$ cat src/rtl/dummy_path_driver.sv
// Synthetic DRAM initiator: one path read of N bursts, then a writeback
// of the same burst addresses; read data is XOR-folded into a checksum.
module dummy_path_driver #(
    parameter int DWidth          = 512,
    parameter int AWidth          = 30,
    parameter int NumBuckets      = 4,
    parameter int BurstsPerBucket = 6,
    parameter int ChunksPerBurst  = 1,
    parameter int BurstStride     = 8
) (
    input  logic              Clock,
    input  logic              Reset,
    input  logic              Start,
    input  logic [AWidth-1:0] StartAddress,
    output logic              Busy,
    output logic              Done,
    output logic              Error,
    output logic [DWidth-1:0] Checksum,
    output logic              DRAMCommandValid,
    input  logic              DRAMCommandReady,
    output logic [2:0]        DRAMCommand,
    output logic [AWidth-1:0] DRAMCommandAddress,
    input  logic [DWidth-1:0] DRAMReadData,
    input  logic              DRAMReadDataValid,
    output logic [DWidth-1:0] DRAMWriteData,
    output logic              DRAMWriteDataValid,
    input  logic              DRAMWriteDataReady
);
    localparam int N    = NumBuckets * BurstsPerBucket;
    localparam int C    = N * ChunksPerBurst;
    localparam int CntW = $clog2(C + 1);

    localparam logic [CntW-1:0]   One    = CntW'(1);
    localparam logic [CntW-1:0]   NLast  = CntW'(N - 1);
    localparam logic [CntW-1:0]   CLast  = CntW'(C - 1);
    localparam logic [CntW-1:0]   CAll   = CntW'(C);
    localparam logic [AWidth-1:0] Stride = AWidth'(BurstStride);
    localparam logic [2:0]        CmdRd  = 3'b001;
    localparam logic [2:0]        CmdWr  = 3'b000;

    typedef enum logic [2:0] {
        IDLE,
        RD_CMD,
        RD_WAIT,
        WR,
        DONE
    } state_e;

    state_e            state_q;
    logic [AWidth-1:0] base_q;
    logic [AWidth-1:0] addr_q;
    logic [CntW-1:0]   cmd_cnt_q;
    logic [CntW-1:0]   rd_cnt_q;
    logic [CntW-1:0]   wd_cnt_q;
    logic              busy_q;
    logic              done_q;
    logic              err_q;
    logic              cmd_vld_q;
    logic              wd_vld_q;
    logic [2:0]        cmd_q;
    logic [DWidth-1:0] csum_q;
    logic [DWidth-1:0] wdata_q;

    logic [CntW-1:0]   rd_cnt_d;
    logic [AWidth-1:0] addr_d;
    logic [DWidth-1:0] wdata_d;
    logic              rd_take;
    logic              rd_all;
    logic              cmd_fire;
    logic              cmd_last;
    logic              wd_fire;
    logic              wd_last;
    logic              cmd_fin;
    logic              wd_fin;
    logic              wr_enter;

    function automatic logic [DWidth-1:0] pattern(input logic [CntW-1:0] k);
        return {(DWidth/32){32'(k)}};
    endfunction

    // Chunks are only counted while a read phase is open and not yet full.
    assign rd_take  = DRAMReadDataValid && (rd_cnt_q != CAll) &&
                      (state_q == RD_CMD || state_q == RD_WAIT);
    assign rd_cnt_d = rd_cnt_q + {{(CntW-1){1'b0}}, rd_take};
    assign rd_all   = (rd_cnt_d == CAll);
    assign addr_d   = addr_q + Stride;
    assign wdata_d  = pattern(wd_cnt_q + One);
    assign cmd_fire = cmd_vld_q && DRAMCommandReady;
    assign cmd_last = (cmd_cnt_q == NLast);
    assign wd_fire  = wd_vld_q && DRAMWriteDataReady;
    assign wd_last  = (wd_cnt_q == CLast);
    assign cmd_fin  = !cmd_vld_q || (cmd_fire && cmd_last);
    assign wd_fin   = !wd_vld_q || (wd_fire && wd_last);
    assign wr_enter = rd_all &&
                      ((state_q == RD_WAIT) ||
                       (state_q == RD_CMD && cmd_fire && cmd_last));

    always_ff @(posedge Clock) begin
        if (Reset) begin
            state_q   <= IDLE;
            base_q    <= '0;
            addr_q    <= '0;
            cmd_cnt_q <= '0;
            rd_cnt_q  <= '0;
            wd_cnt_q  <= '0;
            busy_q    <= 1'b0;
            done_q    <= 1'b0;
            err_q     <= 1'b0;
            cmd_vld_q <= 1'b0;
            wd_vld_q  <= 1'b0;
            cmd_q     <= CmdRd;
            csum_q    <= '0;
            wdata_q   <= '0;
        end else begin
            done_q <= 1'b0;
            if (DRAMReadDataValid) begin
                if (rd_take) begin
                    csum_q   <= csum_q ^ DRAMReadData;
                    rd_cnt_q <= rd_cnt_d;
                end else begin
                    err_q <= 1'b1;
                end
            end
            unique case (state_q)
                IDLE: begin
                    if (Start) begin
                        base_q    <= StartAddress;
                        addr_q    <= StartAddress;
                        cmd_cnt_q <= '0;
                        rd_cnt_q  <= '0;
                        wd_cnt_q  <= '0;
                        csum_q    <= '0;
                        cmd_vld_q <= 1'b1;
                        cmd_q     <= CmdRd;
                        busy_q    <= 1'b1;
                        state_q   <= RD_CMD;
                    end
                end
                RD_CMD: begin
                    if (cmd_fire) begin
                        cmd_cnt_q <= cmd_cnt_q + One;
                        addr_q    <= addr_d;
                        if (cmd_last) begin
                            cmd_vld_q <= 1'b0;
                            state_q   <= RD_WAIT;
                        end
                    end
                end
                RD_WAIT: begin
                end
                WR: begin
                    if (cmd_fire) begin
                        cmd_cnt_q <= cmd_cnt_q + One;
                        addr_q    <= addr_d;
                        if (cmd_last) cmd_vld_q <= 1'b0;
                    end
                    if (wd_fire) begin
                        wd_cnt_q <= wd_cnt_q + One;
                        wdata_q  <= wdata_d;
                        if (wd_last) wd_vld_q <= 1'b0;
                    end
                    if (cmd_fin && wd_fin) begin
                        done_q  <= 1'b1;
                        state_q <= DONE;
                    end
                end
                DONE: begin
                    busy_q  <= 1'b0;
                    state_q <= IDLE;
                end
                default: state_q <= IDLE;
            endcase
            // Writeback restarts the address walk from the latched base.
            if (wr_enter) begin
                state_q   <= WR;
                cmd_vld_q <= 1'b1;
                cmd_q     <= CmdWr;
                addr_q    <= base_q;
                cmd_cnt_q <= '0;
                wd_vld_q  <= 1'b1;
                wd_cnt_q  <= '0;
                wdata_q   <= pattern('0);
            end
        end
    end

    assign Busy               = busy_q;
    assign Done               = done_q;
    assign Error              = err_q;
    assign Checksum           = csum_q;
    assign DRAMCommandValid   = cmd_vld_q;
    assign DRAMCommand        = cmd_q;
    assign DRAMCommandAddress = addr_q;
    assign DRAMWriteData      = wdata_q;
    assign DRAMWriteDataValid = wd_vld_q;

endmodule
$ cat config.mk
export PLATFORM = sky130hd
export DESIGN_NAME = dummy_path_driver
export DESIGN_NICKNAME = d
export VERILOG_FILES = /design/src/rtl/dummy_path_driver.sv
export SDC_FILE = /design/constraint.sdc
export NUM_CORES = 1
export LEC_CHECK = 0
export BUFFER_PORTS_ARGS = -buffer_cell sky130_fd_sc_hd__buf_2
export CORE_AREA = 4 4 617 619
export CTS_BUF_LIST = sky130_fd_sc_hd__clkbuf_4
export CTS_CLUSTER_SIZE = 24
export DETAILED_ROUTE_END_ITERATION = 6
export DIE_AREA = 0 0 621 623
export GPL_TIMING_DRIVEN = 0
export SYNTH_ARGS = -nofsm -noshare
export SYNTH_HDL_FRONTEND = slang
export SYNTH_SLANG_ARGS = --single-unit
$ cat constraint.sdc
create_clock -name Clock -period 3.5 [get_ports Clock]
set_clock_uncertainty 0.1 [all_clocks]
set_input_delay 0.175 -clock Clock [delete_from_list [all_inputs] [get_ports Clock]]
set_output_delay 0.175 -clock Clock [all_outputs]
set_load 0.02 [all_outputs]
==> reports/metrics.cfg, run 1 <==
[outcome]
run_status=completed

[worst_setup_path]
critical_path_class=flip-flop to flip-flop
arrival_ps=4420
slowest_delay_ps=380
crit_family=compound AO/OA/AOI/OAI gates
required_ps=4530
reg2reg_to=DRAMCommandAddress[24]$_SDFFE_PP0P_
startpoint_type=flip-flop
cp_num_buf_inv=3
reg2reg_depth=12
rrSetupSlack_ps=120
r2r_start=state_q[2]$_SDFFE_PP0P_
worstPathCellList=buf_2 -> nor3b_2 -> o31a_1 -> buf_12 -> ha_2 -> ha_4 -> or3_4 -> a221o_2 -> buf_4 -> mux2i_4 -> a31oi_1 -> o221a_2
critPathMaxFanout=8
critPathSlowestCell=or3_4
end_kind=flip-flop
cp.depth=12

[cts]
cts_buffers=186
clk_latency_ps=1310
ctsHtreeMaxLevel=4
numClockSinks=601
ctsLongestPathBuffers=4
cts-root-buf=clkbuf_4
cts_tree=yes
clk_pin_slew_ps=70

[logic_synthesis]
syn_area_per_cell_um2=8.45
synth_edf_count=0
synth-seq-cells=601
synth_area_leaders=dfxtp_1, xor2_1, buf_4, nand2_1, nor2_1
synth.area.mux_share_pct=0.549
netlist.area_leader.share_pct=43.6
synth_area_mm2=0.0276
synth_top_family_by_area=simple AND/OR/NAND/NOR gates
yosysSeqAreaShare_pct=43.6
synth_adder_area_share_pct=0.227
synth_ff_type=dfxtp_1
ys_types=63
synth-simple-area-share_pct=18.3
synth_cells=3261
ys_warn_count=0
synthXorXnorAreaFrac_pct=16.8
synth_top_cell_by_area=dfxtp_1
synthArstFlopShare_pct=0
synth_compound_area_share_pct=3.70

[sta]
setup_ws_ps=118
min_period_ps=3380
slew_headroom_pct=21.1
setup_violations=0
finalSetupTns_ps=0
worst_pin_slew_ps=1180
slew_viol_final=0
fmax_mhz=296
timing.final.hold_violations=0
hold_ws_ps=145
rsz0062_at_grt=false
period_share_pct=96.6

[global_route]
grt-ovfl-total=0
first_global_vias=33300
antenna_found_initial=271
grt_start_max_net_pins=19
grt_pass1_wl_um=332000
grt_util_all_layers_pct=13.0

[placement]
placed_cells=9863
io_buffers=1175
dp_slack_ps=-1170
gp_congestion=0.950
hpwl_um=226000

[drt]
drt_iter0_markers=2094
finalWirelength_um=264000
ant_nets=0
wl_per_cell_um=22.8
detailroute.via_count=34000
drt_pre_antenna_iters=6
via_per_inst=2.95
route.detailed.drc=0

[power]
power_density_mw_per_mm2=337
ir_drop_v=0.000215
p_leak_nw=25.6

[floorplan]
core-area_mm2=0.375
rows=225
num_io_pins=1610
die_w_um=621
fp.dieArea_mm2=0.387
start_util_pct=7.35
fp.dieH_um=623

[final_layout]
layout.cells.non_filler=11600
syn_to_final_growth_pct=106
drive_gt1_share_pct=32.4
final_nets=6890

[run]
cap_violations=0

[hold_path]
whs_path_depth=7
hp-class=input port to flip-flop
min_to=DRAMCommandAddress[28]$_SDFFE_PP0P_
hp-start=StartAddress[28]

[worst max path at each step]
stage / startpoint / to / slack (ps)
after CTS: state_q[0]$_SDFFE_PP0P_ / DRAMCommandAddress[11]$_SDFFE_PP0P_ / 8
after floorplan: state_q[1]$_SDFFE_PP0P_ / DRAMCommandAddress[11]$_SDFFE_PP0P_ / 110
after global routing: state_q[0]$_SDFFE_PP0P_ / DRAMCommandAddress[24]$_SDFFE_PP0P_ / 0.2
after detailed placement: state_q[1]$_SDFFE_PP0P_ / DRAMCommandAddress[0]$_SDFFE_PP0P_ / -1170
final: state_q[2]$_SDFFE_PP0P_ / DRAMCommandAddress[24]$_SDFFE_PP0P_ / 120
after global placement: state_q[1]$_SDFFE_PP0P_ / DRAMCommandAddress[1]$_SDFFE_PP0P_ / -1190
[metal layers]
layer / track usage [%] / share of wire (%)
met4: 8.38 / 7.9
met3: 5.32 / 10
met2: 21.9 / 47
met1: 13.4 / 35
met5: 0 / 0.28
[cell usage after synthesis (2+ instances only)]
cell type,count
mux2i_1,14
nor2_1,568
nand2b_1,5
nand4_1,11
and2_1,8
a311oi_1,3
nand3_1,22
buf_4,541
a21oi_1,63
and3_1,5
o311ai_0,3
nor2b_1,4
a31oi_1,10
and4_1,4
a21o_1,2
o21ai_1,3
buf_1,8
nor4_1,2
o211ai_1,5
clkbuf_1,39
a221oi_2,2
a32o_1,5
or3_1,3
nor3_1,8
o211a_1,2
a211oi_1,8
ha_1,5
buf_2,71
o31a_1,5
xnor2_1,5
xor2_1,523
inv_1,7
nand2_1,635
o21ai_0,33
dfxtp_1,601
[layout by cell type, fill, tap and decap left out, types with 9 or more instances in the layout]
cell and n:
a21oi_1 63, a31oi_1 9, buf_2 1234, buf_4 555, clkbuf_1 34, clkbuf_4 261
clkinv_1 39, conb_1 434, dfxtp_1 601, diode_2 92, dlygate4sd3_1 1274, mux2i_1 11
nand2_1 633, nand3_1 22, nand4_1 11, nor2_1 568, o21ai_0 33, xor2_1 523
[cells by family (layout without fill, tap and decap cells)]
kind of cell	count (synthesis)	after routing
other cells	1	526
flops	601	601
mux	15	15
buf+inv	668	3438
xor+xnor	528	528
fa+ha+maj	5	5
compound gates	158	158
simple gates	1285	1285
[where the power goes]
part	internal, mW	switching (mW)	total [mW]
combinational	2.00	2.54	4.54
clock	3.55	3.77	7.32
sequential	7.07	0.208	7.28
total	12.6	6.52	19.1
[registers in the layout (all words and copies together) (netlist names)]
name                cells
state_q                 3
DRAMWriteDataValid      1
Done                    1
Checksum              512
DRAMWriteData           5
base_q                 30
wd_cnt_q                5
Busy                    1
DRAMCommandValid        1
DRAMCommandAddress     30
cmd_cnt_q               5
Error                   1
rd_cnt_q                5
DRAMCommand             1
[repair_timing]
action | in CTS | in global routing
setup buffers | 6 | 3
gates resized for setup | 31 | 9
pin swaps | 4 | 5
endpoints found under the setup margin | 319 | 114
hold buffers | 1274 | 0
cloned | 0 | 0
endpoints found under the hold margin | 601 | 0
[per-stage QoR]
| step | power [mW] | util (%) | instance area [um^2] |
|---|---|---|---|
| final | 19.1 | 15.1 | 56800 |
| after global routing | 20.1 | 15.1 | 56700 |
| after detailed placement | 10.5 | 11.0 | 41300 |
| after CTS | 19.5 | 15.1 | 56500 |
| after global placement | 10.5 | 11.0 | 41300 |
| after floorplan | 9.24 | - | 29200 |
[tightest hold or removal path, cell delays in order]
cell and delay [ps]:
dlygate4sd3_1 710, buf_2 180, o21ai_0 80, nand2_1 70
mux2i_1 90, o21ai_0 90, o211a_1 140
[area by class of cell]
cell class                 count  area [um^2]
clock buffer                 258         1940
fill                       42200       318000
inverter                       8         30.0
timing repair buffer        2458        18700
sequential                   601        12000
clock inverter                57          337
antenna                       92          230
multi-input combinational   2425        12600
buffer                       657         4650
tap                         4994         6250
Power figures use the tool's default switching activity.
==> run 2: changes to the inputs <==
--- a/config.mk
+++ b/config.mk
@@ -5,12 +5,14 @@
 export SDC_FILE = /design/constraint.sdc
 export NUM_CORES = 1
 export LEC_CHECK = 0
+export ABC_AREA = 1
 export BUFFER_PORTS_ARGS = -buffer_cell sky130_fd_sc_hd__buf_2
-export CORE_AREA = 4 4 617 619
+export CAP_MARGIN = 20
+export CORE_AREA = 4 4 618 620
 export CTS_BUF_LIST = sky130_fd_sc_hd__clkbuf_4
 export CTS_CLUSTER_SIZE = 24
 export DETAILED_ROUTE_END_ITERATION = 6
-export DIE_AREA = 0 0 621 623
+export DIE_AREA = 0 0 622 624
 export GPL_TIMING_DRIVEN = 0
 export SYNTH_ARGS = -nofsm -noshare
 export SYNTH_HDL_FRONTEND = slang
==> run 2 against run 1 <==
Compared with the run above:
- fmax grew 0.28%
- combinational power grew to 2.8 times the previous value
- via count grew 15%
- count of clock-buffer cells in the layout grew 2
- clock power shrank 1%
- cell count grew 3.4%
- non-clock buffer count grew 170
- die area grew 0.32%
- wire length grew 8.7%
- largest cell class unchanged
- total power grew 50%
==> reports/metrics.cfg, run 2 <==
[final_layout]
final_cell_area_mm2=0.0589  ; +3.8%
final_common_cell=dlygate4sd3_1
largest_reg_flops=512  ; unchanged
final_cell_mix=dlygate4sd3_1, buf_2, dfxtp_1
syn_to_final_growth_pct=108
final_nets=7244  ; +5.1%
drive_gt1_share_pct=32.1  ; -0.30 points

[sta]
min_period_ps=3370  ; -9.36 ps
period_share_pct=96.4  ; -0.27 points
timing.final.hold_violations=0  ; unchanged
fmax_mhz=297  ; +0.28%
worst_pin_slew_ps=969  ; -213 ps
setup_violations=0  ; unchanged
slew_viol_final=0  ; unchanged
rsz0062_at_grt=false
slew_headroom_pct=35.3  ; +14 points
hold_ws_ps=246  ; +102 ps

[power]
power_frac_seq_pct=30.5  ; -7.5 points
power.share.switching_pct=45.3  ; +11 points
ir_drop_v=0.000327  ; +52%
p_switching_mw=13.1  ; +100%
p_clk_share_pct=25.2  ; -13 points
power.internal_mw=15.7  ; +25%
power_density_mw_per_mm2=489  ; +45%
p_leak_nw=28.4  ; +11%
pwr-share-comb_pct=44.3  ; +21 points

[logic_synthesis]
synth_ff_type=dfxtp_1
synth_area_mm2=0.0284  ; +2.9%
synth_top_cell_by_area=dfxtp_1
yosysSeqAreaShare_pct=42.4  ; -1.2 points
synth_cells=3495  ; +7.2%
synth_edf_count=0  ; unchanged
ys_top_cells_by_count=dfxtp_1, a21oi_1, buf_4
synth-seq-cells=601  ; unchanged
synth_area_leaders=dfxtp_1, buf_4, and3_1, a21oi_1, nor3_1
ys_types=35  ; -44%
netlist.area_leader.share_pct=42.4  ; -1.2 points
syn_area_per_cell_um2=8.12  ; -4.0%
synthMostInstantiatedCell=dfxtp_1
ys_warn_count=0  ; unchanged
synthArstFlopShare_pct=0  ; unchanged

[drt]
via_per_inst=3.28  ; +11%
ant_nets=0  ; unchanged
wl_per_cell_um=24.0  ; +5.1%
drt_iter0_markers=2620  ; +25%
route.detailed.drc=0  ; unchanged
drt_pre_antenna_iters=6  ; unchanged
finalWirelength_um=287000  ; +8.7%
detailroute.via_count=39200  ; +15%

[cts]
ctsHtreeMaxLevel=4  ; unchanged
numClockSinks=601  ; unchanged
cts_tree=yes
cts_buffers=187  ; +0.54%
cts-root-buf=clkbuf_4
ctsLongestPathBuffers=4  ; unchanged
clk_latency_ps=1180  ; -130 ps
clk_pin_slew_ps=70  ; about the same

[placement]
hpwl_um=244000  ; +7.8%
dpl-instance-area_mm2=0.0422  ; +2.1%
gp_congestion=0.911  ; -4.1%
io_buffers=1174  ; -0.085%

[hold_path]
hp-class=input port to flip-flop

[worst_setup_path]
end_kind=flip-flop
arrival_ps=4300  ; -120 ps
startpoint_type=flip-flop
critical_path_class=flip-flop to flip-flop
required_ps=4430  ; -100 ps
critPathMaxFanout=10  ; +2

[global_route]
grt_start_max_net_pins=20  ; +1
grt-ovfl-total=0  ; unchanged
first_global_vias=37000  ; +11%
antenna_found_initial=297  ; +9.6%
grt_pass1_wl_um=363000  ; +9.4%
grt_util_all_layers_pct=14.0  ; +0.95 points

[floorplan]
num_io_pins=1610  ; unchanged
fp.dieArea_mm2=0.388  ; +0.32%
core-area_mm2=0.376  ; +0.15%
rows=225  ; unchanged
die_w_um=622  ; +0.16%
start_util_pct=7.55  ; +0.20 points
fp.dieH_um=624  ; +0.16%

[run]
cap_violations=0  ; unchanged

[outcome]
run_status=completed

run 2: cell types whose count changed in the layout (fill, tap and decap cells not counted), sizes merged, moves of 13 or more:
cell / delta
diode: +45
dlygate4sd3: +113
mux2i: -13
and3: +507
nor3: +516
nand2: -356
inv: +51
nor2: -479
buf: +54
xor2: -515
a21oi: +513
nand3: +43
run 2: layout make-up:
type                       count  area [um^2]
antenna                      137          343
sequential                   601        12000
clock buffer                 260         1950
inverter                      61          235
clock inverter                52          280
fill                       42400       317000
multi-input combinational   2555        12700
timing repair buffer        2576        19900
buffer                       709         5180
tap                         4994         6250
run 2: layer usage:
metal	share of wire (%)	vias to the layer above	track usage, %
met1	38	18100	15.7
met2	46	2284	23.1
met4	5.1	148	5.96
met5	0.35	-	0
li1	-	17900	-
met3	10	802	5.99
run 2: cells by family (layout without fill, tap and decap cells):
kind of cell	count (synthesis)	after routing	synth area share, %
simple gates	1485	1485	27.2
compound gates	618	618	11.0
fa+ha+maj	5	5	0.221
xor+xnor	12	12	0.370
flops	601	601	42.4
mux	1	1	0.0353
buf+inv	772	3658	18.8
other cells	1	571	0.0132
run 2: repair_timing:
item / 4_1_cts / 5_1_grt
pin swaps: 2 / 6
setup buffers: 5 / 6
resized for setup: 21 / 44
gates cloned: 0 / 1
hold endpoints to repair: 601 / 0
endpoints found under the setup margin: 50 / 78
hold buffers: 1387 / 0
run 2: worst paths after layout:
kind                             from                                   to  slack, ps  depth (start not counted)
min reg2reg  wd_cnt_q[3]$_SDFFE_PP0P_             wd_cnt_q[3]$_SDFFE_PP0P_        360                          2
max reg2reg   state_q[2]$_SDFFE_PP0P_  DRAMCommandAddress[14]$_SDFFE_PP0P_        130                         22
max           state_q[2]$_SDFFE_PP0P_  DRAMCommandAddress[14]$_SDFFE_PP0P_        130                         22
min                 DRAMReadData[500]             Checksum[500]$_SDFF_PP0_        250                          5
run 2: through the flow:
step,worst slack [ps],power (mW),cells,setup TNS [ps],util [%]
2_1_floorplan,582,14.6,3928,0,-
3_3_place_gp,-810,19.6,10100,-136400,11.2
3_5_place_dp,-836,19.7,10100,-34830,11.2
4_1_cts,1.65,28.9,11800,0,15.6
5_1_grt,12.8,30.4,11900,0,15.7
6_report,127,28.8,11900,0,15.7
run 2: power by group through the flow:
stage / Sequential [mW] / Combinational [mW] / Clock (mW)
2_1_floorplan: 9.83 / 4.76 / 0
3_3_place_gp: 8.79 / 10.8 / 0
3_5_place_dp: 8.86 / 10.8 / 0
4_1_cts: 8.73 / 12.7 / 7.51
5_1_grt: 8.90 / 13.6 / 7.87
6_report: 8.78 / 12.8 / 7.24
run 2: critical path, stage by stage, from the launching register on:
cell and delay [ps]:
dfxtp_1 320, inv_2 120, nand2_8 70, nor2_4 130
inv_2 60, nand2_4 80, nand3_4 150, inv_6 130
buf_16 120, buf_16 120, buf_12 130, ha_4 130
ha_2 270, nor2_2 120, nand3_2 90, nor2_4 190
nand3_4 170, buf_8 200, buf_4 180, nand2_1 70
nand2_1 50, nor2_1 130, nor2_1 60
